<file path="src/rtl/invaders_pkg.sv">
// Shared types and screen-bound defaults for the invaders player and sprite logic.
// No logic of its own; the helper picks the lowest-index free missile slot.
package invaders_pkg;

    localparam int COL_W        = 12;
    localparam int NUM_MISSILES = 3;
    localparam int MISSILE_EN_W = 8;

    localparam int DEF_DEBOUNCE_CYCLES = 250000;
    localparam int DEF_COL_MIN         = 0;
    localparam int DEF_COL_MAX         = 608;
    localparam int DEF_COL_RESET       = 304;
    localparam int DEF_STEP            = 4;
    localparam int DEF_MISSILE_FRAMES  = 120;
    localparam int DEF_COOLDOWN_FRAMES = 15;

    typedef enum logic {
        READY    = 1'b0,
        COOLDOWN = 1'b1
    } fire_state_t;

    // Counter width that never collapses to zero bits for tiny parameters.
    function automatic int clog2_min1(input int v);
        return (v > 1) ? $clog2(v) : 1;
    endfunction

    function automatic logic [NUM_MISSILES-1:0] lowest_free(input logic [NUM_MISSILES-1:0] busy);
        logic [NUM_MISSILES-1:0] grant;
        grant = '0;
        for (int i = 0; i < NUM_MISSILES; i++) begin
            if (!busy[i] && (grant == '0)) begin
                grant[i] = 1'b1;
            end
        end
        return grant;
    endfunction

endpackage

</file>
<file path="src/rtl/button_debounce.sv">
// Two-flop synchroniser plus stability counter for one raw pushbutton.
// Latency: level_o follows a clean edge after 2+DEBOUNCE_CYCLES cycles; no backpressure.
module button_debounce
    import invaders_pkg::*;
#(
    parameter int DEBOUNCE_CYCLES = DEF_DEBOUNCE_CYCLES
) (
    input  logic clk,
    input  logic rst,
    input  logic raw_i,
    output logic level_o
);

    localparam int CNT_W = clog2_min1(DEBOUNCE_CYCLES);
    localparam logic [CNT_W-1:0] CNT_LAST = CNT_W'(DEBOUNCE_CYCLES - 1);

    logic             sync1_q, sync2_q;
    logic             stable_q, stable_d;
    logic [CNT_W-1:0] cnt_q, cnt_d;

    always_comb begin
        stable_d = stable_q;
        cnt_d    = '0;
        if (sync2_q != stable_q) begin
            if (cnt_q == CNT_LAST) begin
                stable_d = sync2_q;
            end else begin
                cnt_d = cnt_q + CNT_W'(1);
            end
        end
    end

    always_ff @(posedge clk or posedge rst) begin
        if (rst) begin
            sync1_q  <= 1'b0;
            sync2_q  <= 1'b0;
            stable_q <= 1'b0;
            cnt_q    <= '0;
        end else begin
            sync1_q  <= raw_i;
            sync2_q  <= sync1_q;
            stable_q <= stable_d;
            cnt_q    <= cnt_d;
        end
    end

    assign level_o = stable_q;

endmodule

</file>
<file path="src/rtl/player_input_ctrl.sv">
// Debounced buttons -> per-frame player column, missile slot enables with lifetimes and fire cooldown.
// Latency: column/slots update the cycle after frame_tick or fire event; no backpressure.
module player_input_ctrl
    import invaders_pkg::*;
#(
    parameter int DEBOUNCE_CYCLES = DEF_DEBOUNCE_CYCLES,
    parameter int COL_MIN         = DEF_COL_MIN,
    parameter int COL_MAX         = DEF_COL_MAX,
    parameter int COL_RESET       = DEF_COL_RESET,
    parameter int STEP            = DEF_STEP,
    parameter int MISSILE_FRAMES  = DEF_MISSILE_FRAMES,
    parameter int COOLDOWN_FRAMES = DEF_COOLDOWN_FRAMES
) (
    input  logic                    clk,
    input  logic                    rst,
    input  logic                    btn_left_raw,
    input  logic                    btn_right_raw,
    input  logic                    btn_fire_raw,
    input  logic                    vert_sync,
    output logic [COL_W-1:0]        btn_col,
    output logic [MISSILE_EN_W-1:0] btn_missle_en,
    output logic                    frame_tick
);

    localparam int LIFE_W = clog2_min1(MISSILE_FRAMES + 1);
    localparam int CD_W   = clog2_min1(COOLDOWN_FRAMES + 1);

    logic left_lvl, right_lvl, fire_lvl;

    button_debounce #(.DEBOUNCE_CYCLES(DEBOUNCE_CYCLES)) u_db_left (
        .clk     (clk),
        .rst     (rst),
        .raw_i   (btn_left_raw),
        .level_o (left_lvl)
    );

    button_debounce #(.DEBOUNCE_CYCLES(DEBOUNCE_CYCLES)) u_db_right (
        .clk     (clk),
        .rst     (rst),
        .raw_i   (btn_right_raw),
        .level_o (right_lvl)
    );

    button_debounce #(.DEBOUNCE_CYCLES(DEBOUNCE_CYCLES)) u_db_fire (
        .clk     (clk),
        .rst     (rst),
        .raw_i   (btn_fire_raw),
        .level_o (fire_lvl)
    );

    logic                    vs_q;
    logic                    tick_q, tick_d;
    logic [COL_W-1:0]        col_q, col_d;
    logic                    fire_prev_q;
    logic                    fire_evt_q, fire_evt_d;
    fire_state_t             state_q, state_d;
    logic [CD_W-1:0]         cd_q, cd_d;
    logic [NUM_MISSILES-1:0] en_q, en_d;
    logic [LIFE_W-1:0]       life_q [NUM_MISSILES];
    logic [LIFE_W-1:0]       life_d [NUM_MISSILES];
    logic [NUM_MISSILES-1:0] grant;

    logic signed [COL_W:0] col_s, left_s, right_s;

    // End of the active-low sync pulse marks a new frame.
    assign tick_d     = vert_sync & ~vs_q;
    assign fire_evt_d = fire_lvl & ~fire_prev_q;

    // One extra bit of signed headroom keeps left moves from wrapping below zero.
    always_comb begin
        col_s   = $signed({1'b0, col_q});
        left_s  = col_s - $signed((COL_W+1)'(STEP));
        right_s = col_s + $signed((COL_W+1)'(STEP));
        col_d   = col_q;
        if (tick_q) begin
            if (left_lvl && !right_lvl) begin
                col_d = (left_s < $signed((COL_W+1)'(COL_MIN))) ? COL_W'(COL_MIN)
                                                               : left_s[COL_W-1:0];
            end else if (right_lvl && !left_lvl) begin
                col_d = (right_s > $signed((COL_W+1)'(COL_MAX))) ? COL_W'(COL_MAX)
                                                                : right_s[COL_W-1:0];
            end
        end
    end

    // Allocation looks at en_q, so a slot expiring on this tick is still seen as busy.
    always_comb begin
        state_d = state_q;
        cd_d    = cd_q;
        en_d    = en_q;
        life_d  = life_q;
        grant   = lowest_free(en_q);

        if (tick_q) begin
            for (int i = 0; i < NUM_MISSILES; i++) begin
                if (en_q[i]) begin
                    life_d[i] = life_q[i] - LIFE_W'(1);
                    if (life_q[i] == LIFE_W'(1)) begin
                        en_d[i] = 1'b0;
                    end
                end
            end
        end

        case (state_q)
            READY: begin
                if (fire_evt_q && (grant != '0)) begin
                    for (int i = 0; i < NUM_MISSILES; i++) begin
                        if (grant[i]) begin
                            en_d[i]   = 1'b1;
                            life_d[i] = LIFE_W'(MISSILE_FRAMES);
                        end
                    end
                    cd_d    = CD_W'(COOLDOWN_FRAMES);
                    state_d = (COOLDOWN_FRAMES == 0) ? READY : COOLDOWN;
                end
            end
            COOLDOWN: begin
                if (tick_q) begin
                    cd_d = (cd_q == '0) ? '0 : cd_q - CD_W'(1);
                    if (cd_q <= CD_W'(1)) begin
                        state_d = READY;
                    end
                end
            end
            default: state_d = READY;
        endcase
    end

    always_ff @(posedge clk or posedge rst) begin
        if (rst) begin
            vs_q        <= 1'b1;
            tick_q      <= 1'b0;
            col_q       <= COL_W'(COL_RESET);
            fire_prev_q <= 1'b0;
            fire_evt_q  <= 1'b0;
            state_q     <= READY;
            cd_q        <= '0;
            en_q        <= '0;
            for (int i = 0; i < NUM_MISSILES; i++) begin
                life_q[i] <= '0;
            end
        end else begin
            vs_q        <= vert_sync;
            tick_q      <= tick_d;
            col_q       <= col_d;
            fire_prev_q <= fire_lvl;
            fire_evt_q  <= fire_evt_d;
            state_q     <= state_d;
            cd_q        <= cd_d;
            en_q        <= en_d;
            for (int i = 0; i < NUM_MISSILES; i++) begin
                life_q[i] <= life_d[i];
            end
        end
    end

    assign btn_col       = col_q;
    assign btn_missle_en = {{(MISSILE_EN_W-NUM_MISSILES){1'b0}}, en_q};
    assign frame_tick    = tick_q;

endmodule

</file>
<file path="config.mk">
export PLATFORM = sky130hd
export DESIGN_NAME = player_input_ctrl
export DESIGN_NICKNAME = d
export VERILOG_FILES = /design/src/rtl/invaders_pkg.sv /design/src/rtl/button_debounce.sv /design/src/rtl/player_input_ctrl.sv
export SDC_FILE = /design/constraint.sdc
export NUM_CORES = 1
export LEC_CHECK = 0
export BUFFER_PORTS_ARGS = -buffer_cell sky130_fd_sc_hd__buf_2
export CORE_MARGIN = 4
export CORE_UTILIZATION = 40
export CTS_CLUSTER_SIZE = 20
export DETAILED_ROUTE_END_ITERATION = 6
export PLACE_DENSITY = 0.58
export SYNTH_ARGS = -nofsm -noshare
export SYNTH_HDL_FRONTEND = slang
export SYNTH_SLANG_ARGS = --single-unit
export TNS_END_PERCENT = 1
</file>
<file path="constraint.sdc">
create_clock -name clk -period 3.9 [get_ports clk]
set_input_delay 0.39 -clock clk [delete_from_list [all_inputs] [get_ports clk]]
set_output_delay 0.39 -clock clk [all_outputs]
set_load 0.1 [all_outputs]
</file>
* Yosys cells after proc, flatten, opt, wreduce, memory -nomap -nowiden *
Index checks and enable logic that the tools add are counted.

storage, ports and cells
  flip-flop bits (word level) = 108
  bits of input ports = 6
  output and inout bits = 21
  logic and storage cells = 111

cells by class
  add/subtract/negate cells = 9
  $lt $le $gt $ge = 3
  equal/unequal tests = 11
  muxes and demuxes = 42
  bitwise gates (word level) = 5
  reductions and logical operators = 18

operators by type and width
  operator                                                                           number
  18-bit two-way mux                                                                 6
  21-bit two-way mux                                                                 3
  18-bit by 1-bit adder with 18-bit output, second input constant                    3
  18-bit == test, second input constant                                              3
  12-bit two-way mux                                                                 4
  7-bit two-way mux                                                                  6
  7-bit by 1-bit == test with 1-bit output, second input constant                    3
  7-bit by 1-bit subtractor with 7-bit output, second input constant                 3
  1-bit two-way mux                                                                  15
  12-bit by 3-bit adder with 13-bit output, second input constant                    1
  13-bit by 11-bit greater-than comparator with 1-bit output, second input constant  1
  13-bit by 1-bit < comparator with 1-bit output, second input constant              1
  12-bit by 3-bit subtractor with 13-bit output, second input constant               1
  4-bit two-way mux                                                                  3
  2-bit AND reduction                                                                5
  3-bit two-way mux                                                                  3
  4-bit case mux with 2 select lines                                                 1
  1-bit logical AND                                                                  5
  4-bit by 1-bit <= comparator with 1-bit output, second input constant              1
  1-bit logical NOT                                                                  4
  4-bit logical NOT                                                                  1
  2-bit != test, second input constant                                               2
  4-bit by 1-bit subtractor with 4-bit output, second input constant                 1
  1-bit != test                                                                      3
  6 further kinds                                                                    9

* Logic depth before layout (Yosys ltp) *
Gate-level depths: netlist of run 1.

  depth in word-level cells = 10
  gate-level depth with buffers = 9
  mapped depth without buffers = 8

* Cells and area by module *
Synthesis of run 1 repeated with hierarchy kept, for this count alone.

second synthesis, totals
  cell total of the unflattened synthesis = 575
  area total of the unflattened synthesis = 5626.6 um2

modules (own cells, without submodules)
  module             instances  cells each  area an instance (um2)  seq. area each (um2)
  button_debounce    3          95          1012.2                  525.5
  player_input_ctrl  1          290         2590.0                  1081.0

* Worst setup path before layout of run 1 *
OpenSTA, ideal clock, no wires.

  path kind = register -> register
  from = reg col_q[2] (netlist: btn_col[2])
  to = reg col_q[5] (netlist: btn_col[5])
  setup time = 0.082 ns
  data arrival time = 2.583 ns
  required time = 3.818 ns
  setup slack = 1.235 ns
  stages on the path, launching flop included = 9
  buffers on the path = 1
  clock period less this slack = 2.665 ns
  path through = dfrtp_1 -> ha_1 -> buf_4 -> nand4_1 -> nor2_1 -> nand3_1 -> a32oi_1 -> nor3_2 -> a211o_1

between the ends
  longest elaborated chain between the ends = 5
  elaborated cells on any way between the ends = 8
  classes of those cells = add/sub (2); order compare (2); mux (4)

RTL lines
  item                                                        RTL line                  RTL
  start: declaration                                          player_input_ctrl.sv:53   logic [COL_W-1:0] col_q, col_d;
  start signal: assignment                                    player_input_ctrl.sv:134  col_q <= COL_W'(COL_RESET);
  start signal: assignment                                    player_input_ctrl.sv:146  col_q <= col_d;
  12-bit by 3-bit adder with 13-bit output                    player_input_ctrl.sv:73   right_s = col_s + $signed((COL_W+1)'(STEP));
  13-bit by 11-bit greater-than comparator with 1-bit output  player_input_ctrl.sv:80   col_d = (right_s > $signed((COL_W+1)'(COL_MAX))) ? COL_W'(COL_MAX)
  12-bit two-way mux                                          player_input_ctrl.sv:80
  12-bit two-way mux                                          player_input_ctrl.sv:79   end else if (right_lvl && !left_lvl) begin
  12-bit two-way mux (*)                                      player_input_ctrl.sv:76   if (left_lvl && !right_lvl) begin

Every way passes the cells marked *; elsewhere a longest branch is shown, timed or not. The select of a mux whose other input is x is not followed.
A chain may end at the register's enable or synchronous reset.

* Worst setup path in the final report of run 1 *
Same ends and word-level chain as after synthesis.

==> results of run 1 <==
[how the worst max path moves through the flow]
stage	from	endpoint	slack [ns]	cells after the start
2_1_floorplan	rst	btn_col[10]	0.73	1
3_3_place_gp	btn_col[2]	btn_col[5]	1.66	7
3_5_place_dp	btn_col[2]	btn_col[5]	1.57	7
4_1_cts	btn_col[2]	btn_col[5]	1.56	7
5_1_grt	btn_col[2]	btn_col[8]	1.33	7
6_report	btn_col[2]	btn_col[5]	1.54	7
[layer usage]
| metal | vias to the layer above | global-route usage (%) | part of all wire, % |
|---|---|---|---|
| met4 | 0 | 6.122 | 1.6 |
| met1 | 1958 | 18.99 | 49 |
| li1 | 2023 | - | - |
| met5 | - | 0 | 0 |
| met3 | 11 | 2.559 | 3.2 |
| met2 | 62 | 22.46 | 47 |
[power groups by stage]
stage	Combinational [uW]	Sequential (uW)	Clock [uW]
6_report	82.3	1120	919
3_3_place_gp	83.4	1140	0
5_1_grt	92.5	1120	1000
3_5_place_dp	85.1	1140	0
4_1_cts	85.7	1120	955
2_1_floorplan	72.9	1140	0
[synthesized netlist by cell type, types with 3 or more instances]
master    number
nor3b_1        3
nor2b_1        5
and3_1         7
o211ai_1       5
nor2_1        96
nand3_1       35
nor3_1        19
nor4_1        13
xor2_1        31
o21ai_0       15
or4_1          6
buf_4          8
and4_1         6
o31ai_1        5
ha_1          12
o21a_1         3
mux2_2         3
a31oi_1        4
or2_2          4
a21oi_1       17
nand2_1       55
buf_2          9
nand4_1       13
clkbuf_1      11
nand2b_1       5
mux2i_1        3
xnor2_1       35
dfrtp_1      102
inv_1         17
dfstp_2        4
[worst max-delay path: stages, from the launching register on]
cell and delay [ns]:
dfrtp_1 0.50, ha_1 0.42, nand4_1 0.22, nor2_1 0.24
nand3_1 0.13, a32oi_1 0.34, nor3_2 0.13, a211o_1 0.32
[metrics by stage]
step / utilization (%) / area [sq um]
floorplan: - / 5508
global placement: 42.57 / 5682
detailed placement: 42.57 / 5682
CTS: 44.85 / 5987
global route: 44.85 / 5987
finish: 44.85 / 5987
[area by class of cell]
type                    count  area (sq um)
clock inverters             6         66.31
fillers                  1306          7361
flip-flops and latches    106          2658
clock buffers              10         239.0
repair buffers             20         102.6
well taps                 176         220.2
multi-input cells         438          2628
inverters                  19         73.82
[cell families after synthesis]
| kind of cell | after synthesis |
|---|---|
| muxes | 6 |
| buffers and inverters | 48 |
| adders and majority gates | 12 |
| other | 1 |
| and+or+nand+nor | 283 |
| xor gates and xnor gates | 66 |
| AOI/OAI and AO/OA | 64 |
| DFF | 106 |
[flip-flops by register name, indices dropped and copies added (netlist names), 3 cells and up]
name	flops
en_q	3
u_db_fire.cnt_q	18
u_db_left.cnt_q	18
u_db_right.cnt_q	18
btn_col	10
life_q	21
cd_q	4
==> impl_results.md, run 1 <==
- Status: finished clean
- First-pass iteration count of the detailed router: 4
- Final WS setup: 1.537 ns
- GR Overflow Total: 0
- Post-DRT Antenna Nets: 0
- Share of cells above drive strength 1: 9.516%
- Post_cts resized: 0
- Area Overhead vs Synth: 9.147%
- Placed insts: 759
- Avg Inst Size Synth: 9.361 sq um
- Final wirelength: 10.32 mm
- Finished Layout Cells: 775
- Wirelength per Cell: 13.32 microns
- Initial core utilization: 41.09%
- Synth Area in Simple Gates: 25.32%
- Antenna diodes: 0
- Mapped cell area: 5485 sq um
- Layout Skew: 0.007455 ns
- R2R depth: 7
- Number of flops mapped to enable cells by yosys: 0
- Clock Path Buffers: 2
- Final Slew Violations: 0
- Gpl congestion: 0.8042
- Most common cell after layout, fill and taps aside: dfrtp_1
- # H-tree levels: 3
- Post-synthesis adder-cell area fraction: 2.737%
- Top post-synthesis cells by area: dfrtp_1, nor2_1, xnor2_1
- Placement Setup Slack: 1.571 ns
- First-pass GRT wire length: 18.62 mm
- Combinational fraction of design power: 3.9%
- Sw Pwr: 485.2 uW
- Die span in x: 125.1 microns
- Row count: 42
- GRT Total Usage: 14.12%
- Design Power: 2124 uW
- CTS tree: yes
- Initial antenna violation count: 0
- LEAKAGE: 0.002646 uW
- RSZ-0062 raised after global routing: false
- Total negative slack: 0 ns
- Top FF cell, synth: dfrtp_1
- Worst vdd ir: 0.1758 mV
- Post-DP HPWL: 7.178 mm
- Internal power: 1639 uW
- Switching share of power: 22.85%
- Number of DRC markers in iteration 0: 269
- Endpoints failing hold: 0
- R2R setup slack: 1.54 ns
- Startpoint Class: flop
- # clock sinks: 106
- Most frequent cells in the layout: dfrtp_1, nor2_1, nand2_1, xnor2_1, nand3_1
- Fmax: 0.4232 GHz
- Cells after synthesis: 586
- Nets: 612
- Power per Cell Area: 354.7 nW/um^2
- CP endpoint kind: flop
- FF-to-FF Start: btn_col[2]
- Synth Area in Compound Gates: 7.664%
- PortBufs: 19
- Top cell type's share of synthesized area: 46.53%
- Vias/cell: 5.231
- Period utilization: 60.59%
- Tmin final: 2.363 ns
- Clock power share: 43.3%
- Setup bufs post-CTS: 0
- Worst R2R End: btn_col[5]
- Async SR Flop Fraction: 100.0%
- Hold path cells: 1
- Worst hold margin: 0.1458 ns
- Register area share after synthesis: 48.45%
- Hold path endpoint: u_db_left.sync1_q
- CP max FO: 10
- Mux contribution to synthesized area: 1.163%
- Crit path arrival time: 2.64 ns
- Number of I/O pins: 27
- Sequential fraction of design power: 52.9%
- Clock root buffer: clkbuf_16
- Total number of vias: 4054
- MaxCap Viol Count: 0
- Hold Crit Start: btn_left_raw
- Clock slew at the register clock pins of the worst setup and hold paths: 0.07 ns
- Die area: 15650 sq um
- WP data required: 4.18 ns
- Die height: 125.1 microns
- Largest net degree at the start of global routing: 85
- Netlist cell types: 57
- Cell taking the most area after synthesis: dfrtp_1
- Hold Buf Count CTS: 0
- Total CTS buffers: 9
- Vias in the first global route: 4080
- Seq cells post-synth: 106
- Hold Crit Class: primary input to flop
- Crit path kind: flop to flop
- Xor/xnor cell area share of the yosys netlist: 10.54%
- DRC: 0
- Placeable Area: 13350 sq um
- Ys Warns: 0
- Endpoints failing setup: 0
- Max-slew headroom: 31.60%
- Later-pin clock latency in the skew report: 0.35 ns
- Least-Margin Pin Slew: 1.026 ns
- Largest family of logic cells by synthesized area: simple AND/OR/NAND/NOR gates
Power figures use the tool's default switching activity.
==> inputs of run 2 (changes only) <==
==> constraint.sdc (replaced) <==
create_clock -name clk -period 2.4 [get_ports clk]
set_input_delay 0.24 -clock clk [delete_from_list [all_inputs] [get_ports clk]]
set_output_delay 0.24 -clock clk [all_outputs]
set_load 0.1 [all_outputs]
==> impl_results.md, run 2 (same netlist as run 1, synthesis figures left out) <==
- Max reg flops: 21 (unchanged)
- Initial core utilization: 41.09% (unchanged)
- Finished Layout Cells: 788 (+1.7%)
- CP endpoint kind: flop
- Final WS setup: 0.2267 ns (-1.310 ns)
- Worst vdd ir: 0.3936 mV (+120%)
- Number of I/O pins: 27 (unchanged)
- Final wirelength: 10.22 mm (-0.93%)
- GRT Total Usage: 13.72% (-0.40 points)
- Die area: 15650 sq um (unchanged)
- # H-tree levels: 3 (unchanged)
- Endpoints failing setup: 0 (unchanged)
- Clock slew at the register clock pins of the worst setup and hold paths: 0.07 ns (about the same)
- Placement Setup Slack: 0.1856 ns (-1.386 ns)
- Worst R2R End: btn_col[2]
- Most frequent cells in the layout: dfrtp_1, nor2_1, nand2_1, xnor2_1, nand3_1
- Tmin final: 2.173 ns (-0.1897 ns)
- Die span in x: 125.1 microns (unchanged)
- Vias in the first global route: 3892 (-4.6%)
- DRC: 0 (unchanged)
- Wirelength per Cell: 12.97 microns (-2.6%)
- Sw Pwr: 783.4 uW (+61%)
- Fmax: 0.4601 GHz (+8.7%)
- Crit path arrival time: 2.38 ns (-0.26 ns)
- Clock root buffer: clkbuf_16
- Filler cell count: 1286 (-1.5%)
- Switching share of power: 22.00% (-0.85 points)
- Post-DRT Antenna Nets: 0 (unchanged)
- First-pass iteration count of the detailed router: 4 (unchanged)
- Clock power share: 44.8% (+1.5 points)
- Power per Cell Area: 580.7 nW/um^2 (+64%)
- Least-Margin Pin Slew: 0.5585 ns (-0.4675 ns)
- Vias/cell: 5.193 (-0.73%)
- Layout Skew: 0.005022 ns (-0.002433 ns)
- Reg with most FFs: life_q
- Initial antenna violation count: 0 (unchanged)
- Multi-input logic area: 2630 sq um (about the same)
- Max-slew headroom: 62.68% (+31 points)
- Internal power: 2778 uW (+70%)
- Period utilization: 90.56% (+30 points)
- Status: finished clean
- Crit path kind: flop to flop
- Endpoints failing hold: 0 (unchanged)
- Total negative slack: 0 ns (unchanged)
- Register Area: 2658 sq um (unchanged)
- CTS tree: yes
- Antenna diodes: 0 (unchanged)
- Most common cell after layout, fill and taps aside: dfrtp_1
- # clock sinks: 106 (unchanged)
- Total number of vias: 4092 (+0.94%)
- Number of DRC markers in iteration 0: 247 (-8.2%)
- R2R depth: 6 (-1)
- R2R setup slack: 0.23 ns (-1.31 ns)
- Nets: 625 (+2.1%)
- FF-to-FF Start: btn_col[5]
- Setup bufs post-CTS: 0 (unchanged)
- Die height: 125.1 microns (unchanged)
- First-pass GRT wire length: 18.20 mm (-2.3%)
- Largest net degree at the start of global routing: 107 (+26%)
- LEAKAGE: 0.002723 uW (+2.9%)
- WP data required: 2.61 ns (-1.57 ns)
- Final Slew Violations: 0 (unchanged)
- Clock Path Buffers: 2 (unchanged)
- Share of cells above drive strength 1: 10.95% (+1.4 points)
- MaxCap Viol Count: 0 (unchanged)
- CP max FO: 8 (-2)
- Total CTS buffers: 9 (unchanged)
- RSZ-0062 raised after global routing: false
- Startpoint Class: flop
- Combinational fraction of design power: 4.0% (about the same)
- Hold Crit Class: primary input to async pin
- Design Power: 3561 uW (+68%)
- GR Overflow Total: 0 (unchanged)
- Placed insts: 768 (+1.2%)
- Later-pin clock latency in the skew report: 0.34 ns (about the same)
- Post-DP HPWL: 7.012 mm (-2.3%)
- Placeable Area: 13350 sq um (unchanged)
- PortBufs: 19 (unchanged)
- Sequential fraction of design power: 51.2% (-1.7 points)
- Gpl congestion: 0.8267 (+2.8%)
- Area Overhead vs Synth: 11.82%
- Row count: 42 (unchanged)
## run 2: worst max-delay path by stage
stage	slack, ns	cells after the start	from	to
2_1_floorplan	-0.27	8	btn_col[2]	btn_col[5]
5_1_grt	0.09	7	btn_col[3]	btn_col[8]
4_1_cts	0.17	7	btn_col[3]	btn_col[5]
3_5_place_dp	0.19	7	btn_col[3]	btn_col[5]
3_3_place_gp	0.26	7	btn_col[3]	btn_col[5]
6_report	0.23	6	btn_col[5]	btn_col[2]
## run 2: per-layer routing
layer / vias to the layer above / GRT usage [%] / share of wire [%]
met2: 58 / 21.29 / 46
met1: 1983 / 18.73 / 48
met5: - / 0 / 0
met4: 0 / 6.441 / 1.9
met3: 14 / 2.473 / 3.4
li1: 2037 / - / -
## run 2: layout make-up
| cell class | count | area share, % |
|---|---|---|
| flip-flops and latches | 106 | 43.33 |
| multi-input cells | 438 | 42.88 |
| clock buffers | 10 | 3.896 |
| repair buffers | 33 | 3.631 |
| well taps | 176 | 3.590 |
| clock inverters | 6 | 1.448 |
| inverters | 19 | 1.224 |
## run 2: power by group through the flow
stage / logic [uW] / registers (uW) / clock network [uW]
finish: 143 / 1820 / 1600
global route: 160 / 1830 / 1730
global placement: 142 / 1860 / 0
floorplan: 119 / 1860 / 0
CTS: 148 / 1820 / 1660
detailed placement: 143 / 1860 / 0
## run 2: what timing repair did
item / 4_1_cts / 5_1_grt
gates resized for setup: 0 / 1
hold endpoints to repair: 4 / 0
setup endpoints to repair: 0 / 2
hold buffers: 4 / 0
## run 2: per-stage QoR
step | cell area [sq um] | utilization [%] | hold WS, ns
2_1_floorplan | 5512 | - | 0.2445
3_3_place_gp | 5763 | 43.18 | 0.3378
3_5_place_dp | 5763 | 43.18 | 0.3451
4_1_cts | 6131 | 45.93 | 0.07119
5_1_grt | 6133 | 45.95 | 0.1200
6_report | 6133 | 45.95 | 0.05125
## run 2: critical path, cell delays in order, from the launching register on
cell and delay (ns):
dfstp_2 0.63, nand3_2 0.16, or2_0 0.34, o41ai_2 0.23, a32oi_1 0.19, nor3_2 0.34
o22ai_1 0.14
